**src/rtl/sram_access_ctrl_pkg.sv**
```systemverilog
// ============================================================================
// Module      : sram_access_ctrl_pkg
// Description : Shared types and constants for the MEM-stage SRAM access
//               controller: FSM state encoding, default memory base address
//               and SRAM data width.
// Revision    : 1.0 - initial release
// ============================================================================
`default_nettype none

package sram_access_ctrl_pkg;

  // Access sequencer states: one low-half phase, one high-half phase, then a
  // single DONE cycle in which the pipeline is released.
  typedef enum logic [1:0] {
    ST_IDLE = 2'd0,
    ST_LO   = 2'd1,
    ST_HI   = 2'd2,
    ST_DONE = 2'd3
  } state_t;

  // Byte address that maps to SRAM word 0.
  localparam int MEM_BASE_DEFAULT = 1024;

  // External SRAM data bus width (one half of a 32-bit word).
  localparam int SRAM_DW = 16;

endpackage

`default_nettype wire

```
**src/rtl/sram_access_ctrl.sv**
```systemverilog
// ============================================================================
// Module      : sram_access_ctrl
// Description : Sequences 32-bit MEM-stage loads/stores onto a 16-bit
//               single-port SRAM as two half-word phases, each held for
//               WAIT+1 cycles. 'ready' low freezes the pipeline around the
//               MEM stage until the access has completed.
// Revision    : 1.0 - initial release
//
// Ports:
//   clk          in   single clock, rising edge
//   rst          in   asynchronous reset, active-low
//   rd_en        in   load request, held until ready
//   wr_en        in   store request, held until ready (wins over rd_en)
//   address      in   32-bit word-aligned byte address
//   write_data   in   32-bit store data
//   read_data    out  32-bit assembled load data (holds until next load)
//   ready        out  high when no access is in progress (combinational)
//   sram_addr    out  SRAM half-word address
//   sram_dq_out  out  data driven to the SRAM
//   sram_dq_oe   out  output enable for sram_dq_out
//   sram_we_n    out  SRAM write strobe, active-low, registered
//   sram_dq_in   in   data returned from the SRAM
// ============================================================================
`default_nettype none

module sram_access_ctrl
  import sram_access_ctrl_pkg::*;
#(
  parameter int ADDR_W   = 18,
  parameter int WAIT     = 1,
  parameter int MEM_BASE = MEM_BASE_DEFAULT
) (
  input  logic                clk,
  input  logic                rst,
  input  logic                rd_en,
  input  logic                wr_en,
  input  logic [31:0]         address,
  input  logic [31:0]         write_data,
  output logic [31:0]         read_data,
  output logic                ready,
  output logic [ADDR_W-1:0]   sram_addr,
  output logic [SRAM_DW-1:0]  sram_dq_out,
  output logic                sram_dq_oe,
  output logic                sram_we_n,
  input  logic [SRAM_DW-1:0]  sram_dq_in
);

  // Counter must hold 0..WAIT; keep at least one bit when WAIT is zero.
  localparam int               CNT_W    = (WAIT > 0) ? $clog2(WAIT + 1) : 1;
  localparam logic [CNT_W-1:0] CNT_LAST = CNT_W'(WAIT);
  localparam int               IDX_W    = ADDR_W - 1;

  state_t             state_q;
  state_t             state_d;
  logic [CNT_W-1:0]   cnt_q;
  logic [IDX_W-1:0]   idx_q;
  logic [31:0]        wdata_q;
  logic               is_write_q;

  logic               req;
  logic               phase_last;
  logic [31:0]        offset;
  logic [IDX_W-1:0]   idx_in;
  logic               unused_offset_bits;

  assign req        = rd_en | wr_en;
  assign phase_last = (cnt_q == CNT_LAST);

  // Word index relative to the SRAM window, truncated to the address space.
  assign offset             = address - 32'(MEM_BASE);
  assign idx_in             = offset[IDX_W+1:2];
  assign unused_offset_bits = ^{offset[31:IDX_W+2], offset[1:0]};

  // --------------------------------------------------------------------------
  // FSM state register
  // --------------------------------------------------------------------------
  always_ff @(posedge clk or negedge rst) begin
    if (!rst) begin
      state_q <= ST_IDLE;
    end else begin
      state_q <= state_d;
    end
  end

  // --------------------------------------------------------------------------
  // Next state and the combinational ready output
  // --------------------------------------------------------------------------
  always_comb begin
    state_d = state_q;
    ready   = 1'b0;
    case (state_q)
      ST_IDLE: begin
        // A pending request must stall the pipeline in the very cycle it is
        // seen, otherwise the MEM stage would advance past it.
        ready = !req;
        if (req) begin
          state_d = ST_LO;
        end
      end
      ST_LO: begin
        if (phase_last) begin
          state_d = ST_HI;
        end
      end
      ST_HI: begin
        if (phase_last) begin
          state_d = ST_DONE;
        end
      end
      ST_DONE: begin
        // Request is still asserted here; it is dropped by the pipeline on
        // this edge, so never restart from DONE.
        ready   = 1'b1;
        state_d = ST_IDLE;
      end
      default: begin
        state_d = ST_IDLE;
      end
    endcase
  end

  // --------------------------------------------------------------------------
  // Phase cycle counter: cleared on every state change, counts within phases
  // --------------------------------------------------------------------------
  always_ff @(posedge clk or negedge rst) begin
    if (!rst) begin
      cnt_q <= '0;
    end else if (state_d != state_q) begin
      cnt_q <= '0;
    end else if ((state_q == ST_LO) || (state_q == ST_HI)) begin
      cnt_q <= cnt_q + 1'b1;
    end
  end

  // --------------------------------------------------------------------------
  // Request latch, SRAM pin registers and load data assembly. Pin values are
  // loaded on the edge that enters each phase so they are stable for the
  // whole phase and sram_we_n comes straight from a flop.
  // --------------------------------------------------------------------------
  always_ff @(posedge clk or negedge rst) begin
    if (!rst) begin
      idx_q       <= '0;
      wdata_q     <= '0;
      is_write_q  <= 1'b0;
      read_data   <= '0;
      sram_addr   <= '0;
      sram_dq_out <= '0;
      sram_dq_oe  <= 1'b0;
      sram_we_n   <= 1'b1;
    end else begin
      case (state_q)
        ST_IDLE: begin
          if (req) begin
            idx_q       <= idx_in;
            wdata_q     <= write_data;
            is_write_q  <= wr_en;
            sram_addr   <= {idx_in, 1'b0};
            sram_dq_out <= write_data[SRAM_DW-1:0];
            sram_dq_oe  <= wr_en;
            sram_we_n   <= !wr_en;
          end
        end
        ST_LO: begin
          if (phase_last) begin
            if (!is_write_q) begin
              read_data[SRAM_DW-1:0] <= sram_dq_in;
            end
            sram_addr   <= {idx_q, 1'b1};
            sram_dq_out <= wdata_q[2*SRAM_DW-1:SRAM_DW];
          end
        end
        ST_HI: begin
          if (phase_last) begin
            if (!is_write_q) begin
              read_data[2*SRAM_DW-1:SRAM_DW] <= sram_dq_in;
            end
            sram_dq_oe <= 1'b0;
            sram_we_n  <= 1'b1;
          end
        end
        default: begin
        end
      endcase
    end
  end

endmodule

`default_nettype wire

```
**config.mk**
```make
export PLATFORM = sky130hd
export DESIGN_NAME = sram_access_ctrl
export DESIGN_NICKNAME = d
export VERILOG_FILES = /design/src/rtl/sram_access_ctrl_pkg.sv /design/src/rtl/sram_access_ctrl.sv
export SDC_FILE = /design/constraint.sdc
export NUM_CORES = 1
export LEC_CHECK = 0
export BUFFER_PORTS_ARGS = -buffer_cell sky130_fd_sc_hd__buf_2
export CAP_MARGIN = 20
export CORE_MARGIN = 1
export CORE_UTILIZATION = 45
export CTS_BUF_LIST = sky130_fd_sc_hd__clkbuf_16
export DETAILED_ROUTE_END_ITERATION = 7
export PLACE_DENSITY = 0.87
export RECOVER_POWER = 50
export SLEW_MARGIN = 40
export SYNTH_ARGS = -nofsm -noshare
export SYNTH_HDL_FRONTEND = slang
export SYNTH_SLANG_ARGS = --single-unit
```
**constraint.sdc**
```tcl
create_clock -name clk -period 1.66 [get_ports clk]
set_input_delay 0.166 -clock clk [delete_from_list [all_inputs] [get_ports clk]]
set_output_delay 0.166 -clock clk [all_outputs]
set_load 0.03 [all_outputs]
```
Yosys cells after proc, flatten, opt, wreduce, memory -nomap -nowiden
Index checks and enable logic that the tools add are counted.
W data, S select, Z words.
- add/subtract/negate cells: 2
- multiply operators: 0
- divide/modulo/power cells: 0
- magnitude comparators: 0
- eq/ne operators: 7
- shift operators: 0
- mux-type cells: 19
- bitwise gates (word level): 2
- reduce and logical (&&, ||, !) cells: 12
- operators with widths (cell ; number):
    $mux W18 ; 2
    $pmux W18 S2 ; 1
    $mux W16 ; 2
    $pmux W16 S2 ; 1
    $sub A19 B11 Y19 const B ; 1
    $reduce_and A3 Y1 ; 4
    $pmux W2 S4 ; 1
    $mux W1 ; 6
    $mux W2 ; 3
    $ne A2 B2 Y1 const B ; 3
    $pmux W1 S2 ; 3
    $reduce_bool A2 Y1 ; 3
    $eq A2 B2 Y1 const B ; 2
    $eq A2 B1 Y1 const B ; 1
    $logic_not A1 Y1 ; 2
    $logic_not A2 Y1 ; 1
    $ne A2 B2 Y1 ; 1
    $reduce_and A2 Y1 ; 1
    $add A1 B1 Y1 const B ; 1
    $logic_or A1 B1 Y1 ; 1
    $not A1 Y1 ; 1
    $or A1 B1 Y1 ; 1
- flip-flop bits (word level): 121
- latch bits: 0
- bits in writable memories: 0
- bits in read-only memories: 0
- input port bits: 84
- output and inout port bits: 69
- logic and storage cells: 53
- memories kept: 0

Depth between registers and ports, before layout
- word-level depth: 5
- mapped depth: 9

Worst setup path before layout
OpenSTA, ideal clock, no wires.
- kind: register -> output
- from: register state_q[0]
- to: output ready
- arrival: 1749 ps
- setup slack: -255 ps
- stages on the path, launching flop included: 6
- buffers on the path: 1
- cells stage by stage: dfrtp_1 > inv_1 > ha_1 > buf_4 > or3b_4 > a21oi_1
- word-level cells in the longest chain between the ends: 2
- elaborated cells between the ends (all ways): 3
- classes of those cells: 1 x eq/ne; 1 x mux; 1 x reduce/logical
- ends and longest elaborated chain (what ; line ; text):
    start: declaration ; sram_access_ctrl.sv:53 ; state_t state_q;
    start signal: assignment ; sram_access_ctrl.sv:81 ; state_q <= state_d;
    $eq A2 B2 Y1 or $logic_not A2 Y1 (tied branches) ; sram_access_ctrl.sv:91 ; case (state_q)
    $pmux W1 S2 * ; sram_access_ctrl.sv:91 ;
    end: declaration ; sram_access_ctrl.sv:40 ; output logic ready,
Every way passes the cells marked *; elsewhere a longest branch is shown, timed or not.

Worst setup path after layout
- from: register state_q[0]
- to: register sram_dq_out[9]
- word-level cells in the longest chain between the ends: 3
- elaborated cells between the ends (all ways): 7
- classes of those cells: 3 x eq/ne; 1 x mux; 3 x reduce/logical
- ends and longest elaborated chain (what ; line ; text):
    $eq A2 B1 Y1 or $logic_not A2 Y1 (tied branches) ; sram_access_ctrl.sv:151 ; case (state_q)
    $ne A2 B2 Y1 (no source line) or $reduce_bool A2 Y1 (tied branches) ; - ;
    $reduce_and A3 Y1 (no source line) ; - ;
    end signal: assignment ; sram_access_ctrl.sv:158 ; sram_dq_out <= write_data[SRAM_DW-1:0];
    end signal: assignment ; sram_access_ctrl.sv:169 ; sram_dq_out <= wdata_q[2*SRAM_DW-1:SRAM_DW];
    end: declaration ; sram_access_ctrl.sv:42 ; output logic [SRAM_DW-1:0] sram_dq_out,
Parallel ways exist; a longest one is shown, timed or not.
A chain may end at the register's enable or synchronous reset.

==> run_results.csv <==
group,metric,value,unit
job,max-cap-violations,0,
floorplan,dieHeight,103,um
synth,yosys.area.top_type,"dfrtp_1",
final_layout,fin_nets,628,
detailed_routing,wl_per_cell,16.4,um
synth,synth_area,4570,um2
synth,synth_top_cell_area_share,56.9,%
worst_setup_path,start_kind,"flop",
detailed_routing,wl,11.0,mm
clock_tree,ctsLongestPathBuffers,2,
final_layout,multi_input_area,2090,um2
clock_tree,clockRootBuffer,"clkbuf_16",
worst_setup_path,cp_max_fo,7,
clock_tree,cts_sinks,105,
synth,synthFlopType,"dfrtp_1",
timing,slew_violations,0,
worst_setup_path,end_kind,"flop",
synth,syn_area_per_cell,12.4,um2
power,p_per_area,2430,nW/um2
synth,ys_ff_latch,105,
worst_setup_path,cp.buffers_inverters,4,
synth,synth_edf_count,0,
floorplan,die_w,103,um
worst_setup_path,crit_slowest_cell,"dfrtp_1",
timing,period_minus_slack,1.82,ns
global_route,grt_pass1_vias,3428,
synth,netlist_instances,370,
detailed_routing,drt_pass1_iterations,4,
floorplan,die-area,10600,um2
detailed_routing,ant_nets,0,
worst_setup_path,worstSetupPathType,"flop to flop",
power,vdd_drop_max,0.00122,V
place,port_buffers,137,
timing,final-hold-violation-count,0,
floorplan,fp.coreArea,9820,um2
timing,setup_tns,-4.43,ns
clock_tree,cts_tree,"done",
clock_tree,path_clk_slew,0.07,ns
floorplan,std_cell_rows,36,
synth,ys_warn_count,0,
min_path,hold-path-cell-count,2,
detailed_routing,vias_per_cell,5.14,
global_route,grt_max_degree,45,
floorplan,boundaryPins,153,
synth,yosys-top-cells-count,"dfrtp_1, mux2_2, nand2_1",
global_route,grt_pass1_wl,16.3,mm
final_layout,seq_area,2630,um2
min_path,hp-class,"primary input to flop",
final_layout,final_core_util,65.3,%
global_route,grt_overflow,0,
synth,yosys.cell_count.top_type,"dfrtp_1",
worst_setup_path,worst-path-stages,9,
clock_tree,clkLatencyLatePin,0.34,ns
worst_setup_path,cp.required,1.93,ns
place,routabilityCongestion,0.824,
timing,clock.fmax,549,MHz
final_layout,fillers,792,
timing,hold_ws,0.0548,ns
timing,timing.final.crit_share,110,%
synth,synth_area_leaders,"dfrtp_1, mux2_2, mux2i_1",
timing,rsz0062_at_grt,"true",
final_layout,diodes,0,
worst_setup_path,r2r.worst_path.cells,9,
synth,ys_seq_area_share,57.5,%
timing,setup_viol,34,
worst_setup_path,cp_slowest_stage_delay,0.40,ns
synth,syn_nets,461,
run_status,status,"finished with violations",
clock_tree,htree_levels,3,
floorplan,initial_core_util,46.6,%
timing,slew_headroom,37.8,%
global_route,antenna_found_initial,0,
clock_tree,cts_buffers,9,
global_route,track_usage,20.1,%
place,dp_hpwl,7.45,mm
detailed_routing,vias,3469,
run_status,violations,"negative setup slack",
final_layout,drive_above_1_share,55.2,%
timing,worst_pin_slew,0.934,ns
synth,synth.distinct_cells,37,
detailed_routing,drc_errors,0,
final_layout,area_growth,40.2,%
worst_setup_path,cp_top_family,"buffers and inverters",
worst_setup_path,arrival,2.09,ns
timing,final.setup_skew,0.00872,ns
timing,setup_ws,-0.162,ns
synth,async_flop_share,100,%
worst_setup_path,crit_path_cell_trace,"inv_2, ha_4, or3b_4, buf_6, o211ai_4, buf_12, clkbuf_16, nand2_2, o21ai_1",
detailed_routing,drt_iter0_markers,62,
power,leakagePower,2.98,nW
cell usage in the layout, fill, tap and decap left out, types with 8 or more instances in the layout:
cell,instances
buf_2,119
dfrtp_1,103
mux2_2,57
mux2i_1,26
nand2_1,18
o21ai_2,18
nand2_2,17
buf_4,17
clkbuf_1,16
o21ai_1,14
o21ai_0,12
clkbuf_16,12
a21oi_1,10
nand2_4,10
buf_12,8
final cells by class:
class	instances	area share, %
Clock buffer	9	3.51
Clock inverter	7	1.21
Inverter	9	0.527
Multi-Input combinational cell	236	32.6
Sequential cell	105	41.0
Tap cell	133	2.59
Timing Repair Buffer	176	18.6
per-layer routing:
layer | global-route usage, % | up-vias | wire [um]
met1 | 23.1 | 1712 | 4380
met3 | 5.15 | 4 | 649
met5 | 0 | - | 0
met4 | 5.31 | 0 | 57
li1 | - | 1631 | -
met2 | 37.1 | 122 | 5960
path summary, 6_finish.rpt:
check                           startpoint               to  slack [ns]
max in group asynchronous              rst    read_data[31]        0.19
setup reg to reg                state_q[0]   sram_dq_out[9]       -0.16
hold / removal              write_data[22]      wdata_q[22]        0.05
hold reg to reg            sram_dq_out[13]  sram_dq_out[13]        0.49
min in group asynchronous              rst    read_data[24]        0.49
setup / recovery                state_q[0]   sram_dq_out[9]       -0.16
per-stage QoR:
step	instances	area, um2	total power, mW	setup WS [ns]
after floorplan	370	4630	9.27	-0.0999
after global placement	641	5610	11.0	0.00469
after detailed placement	641	5610	11.4	-0.147
after CTS	669	6170	14.6	-0.139
after global routing	675	6410	16.5	-0.221
final	675	6410	15.6	-0.162
sequential cells by signal (all words and copies together), names as in the netlist:
register / cells
cnt_q: 1
idx_q: 17
is_write_q: 1
read_data: 32
sram_addr: 18
sram_dq_oe: 1
sram_dq_out: 16
sram_we_n: 1
state_q: 2
wdata_q: 16
timing repair:
action / in CTS / in global routing
hold endpoints to repair: 33 / 0
hold buffers: 1 / 0
pin swaps: 15 / 29
buffers inserted: 9 / 3
gates resized for setup: 51 / 51
cloned: 2 / 4
setup endpoints to repair: 26 / 51
power by group:
group          leakage (nW)  internal, mW  switching (mW)
Sequential             1.25          3.89           0.802
Clock                 0.142          1.18           0.958
Combinational          1.59          3.88            4.85
Total                  2.98          8.95            6.61
cells by family after synthesis:
group	count (synthesis)	synth area share (%)
AO/OA/AOI/OAI	68	8.37
XOR/XNOR	7	1.34
adder cells (fa/ha/maj)	7	1.91
buffers and inverters	29	3.25
flip-flops	105	57.5
multiplexers	84	20.0
AND/OR/NAND/NOR	70	7.69
worst register-to-register path: stages (launching register included):
cell and delay, ns:
dfrtp_1 0.40, inv_2 0.09, ha_4 0.13, or3b_4 0.39, buf_6 0.15, o211ai_4 0.15, buf_12 0.18, clkbuf_16 0.16
nand2_2 0.05, o21ai_1 0.06
Note: power is estimated with default switching activity, not from simulation.
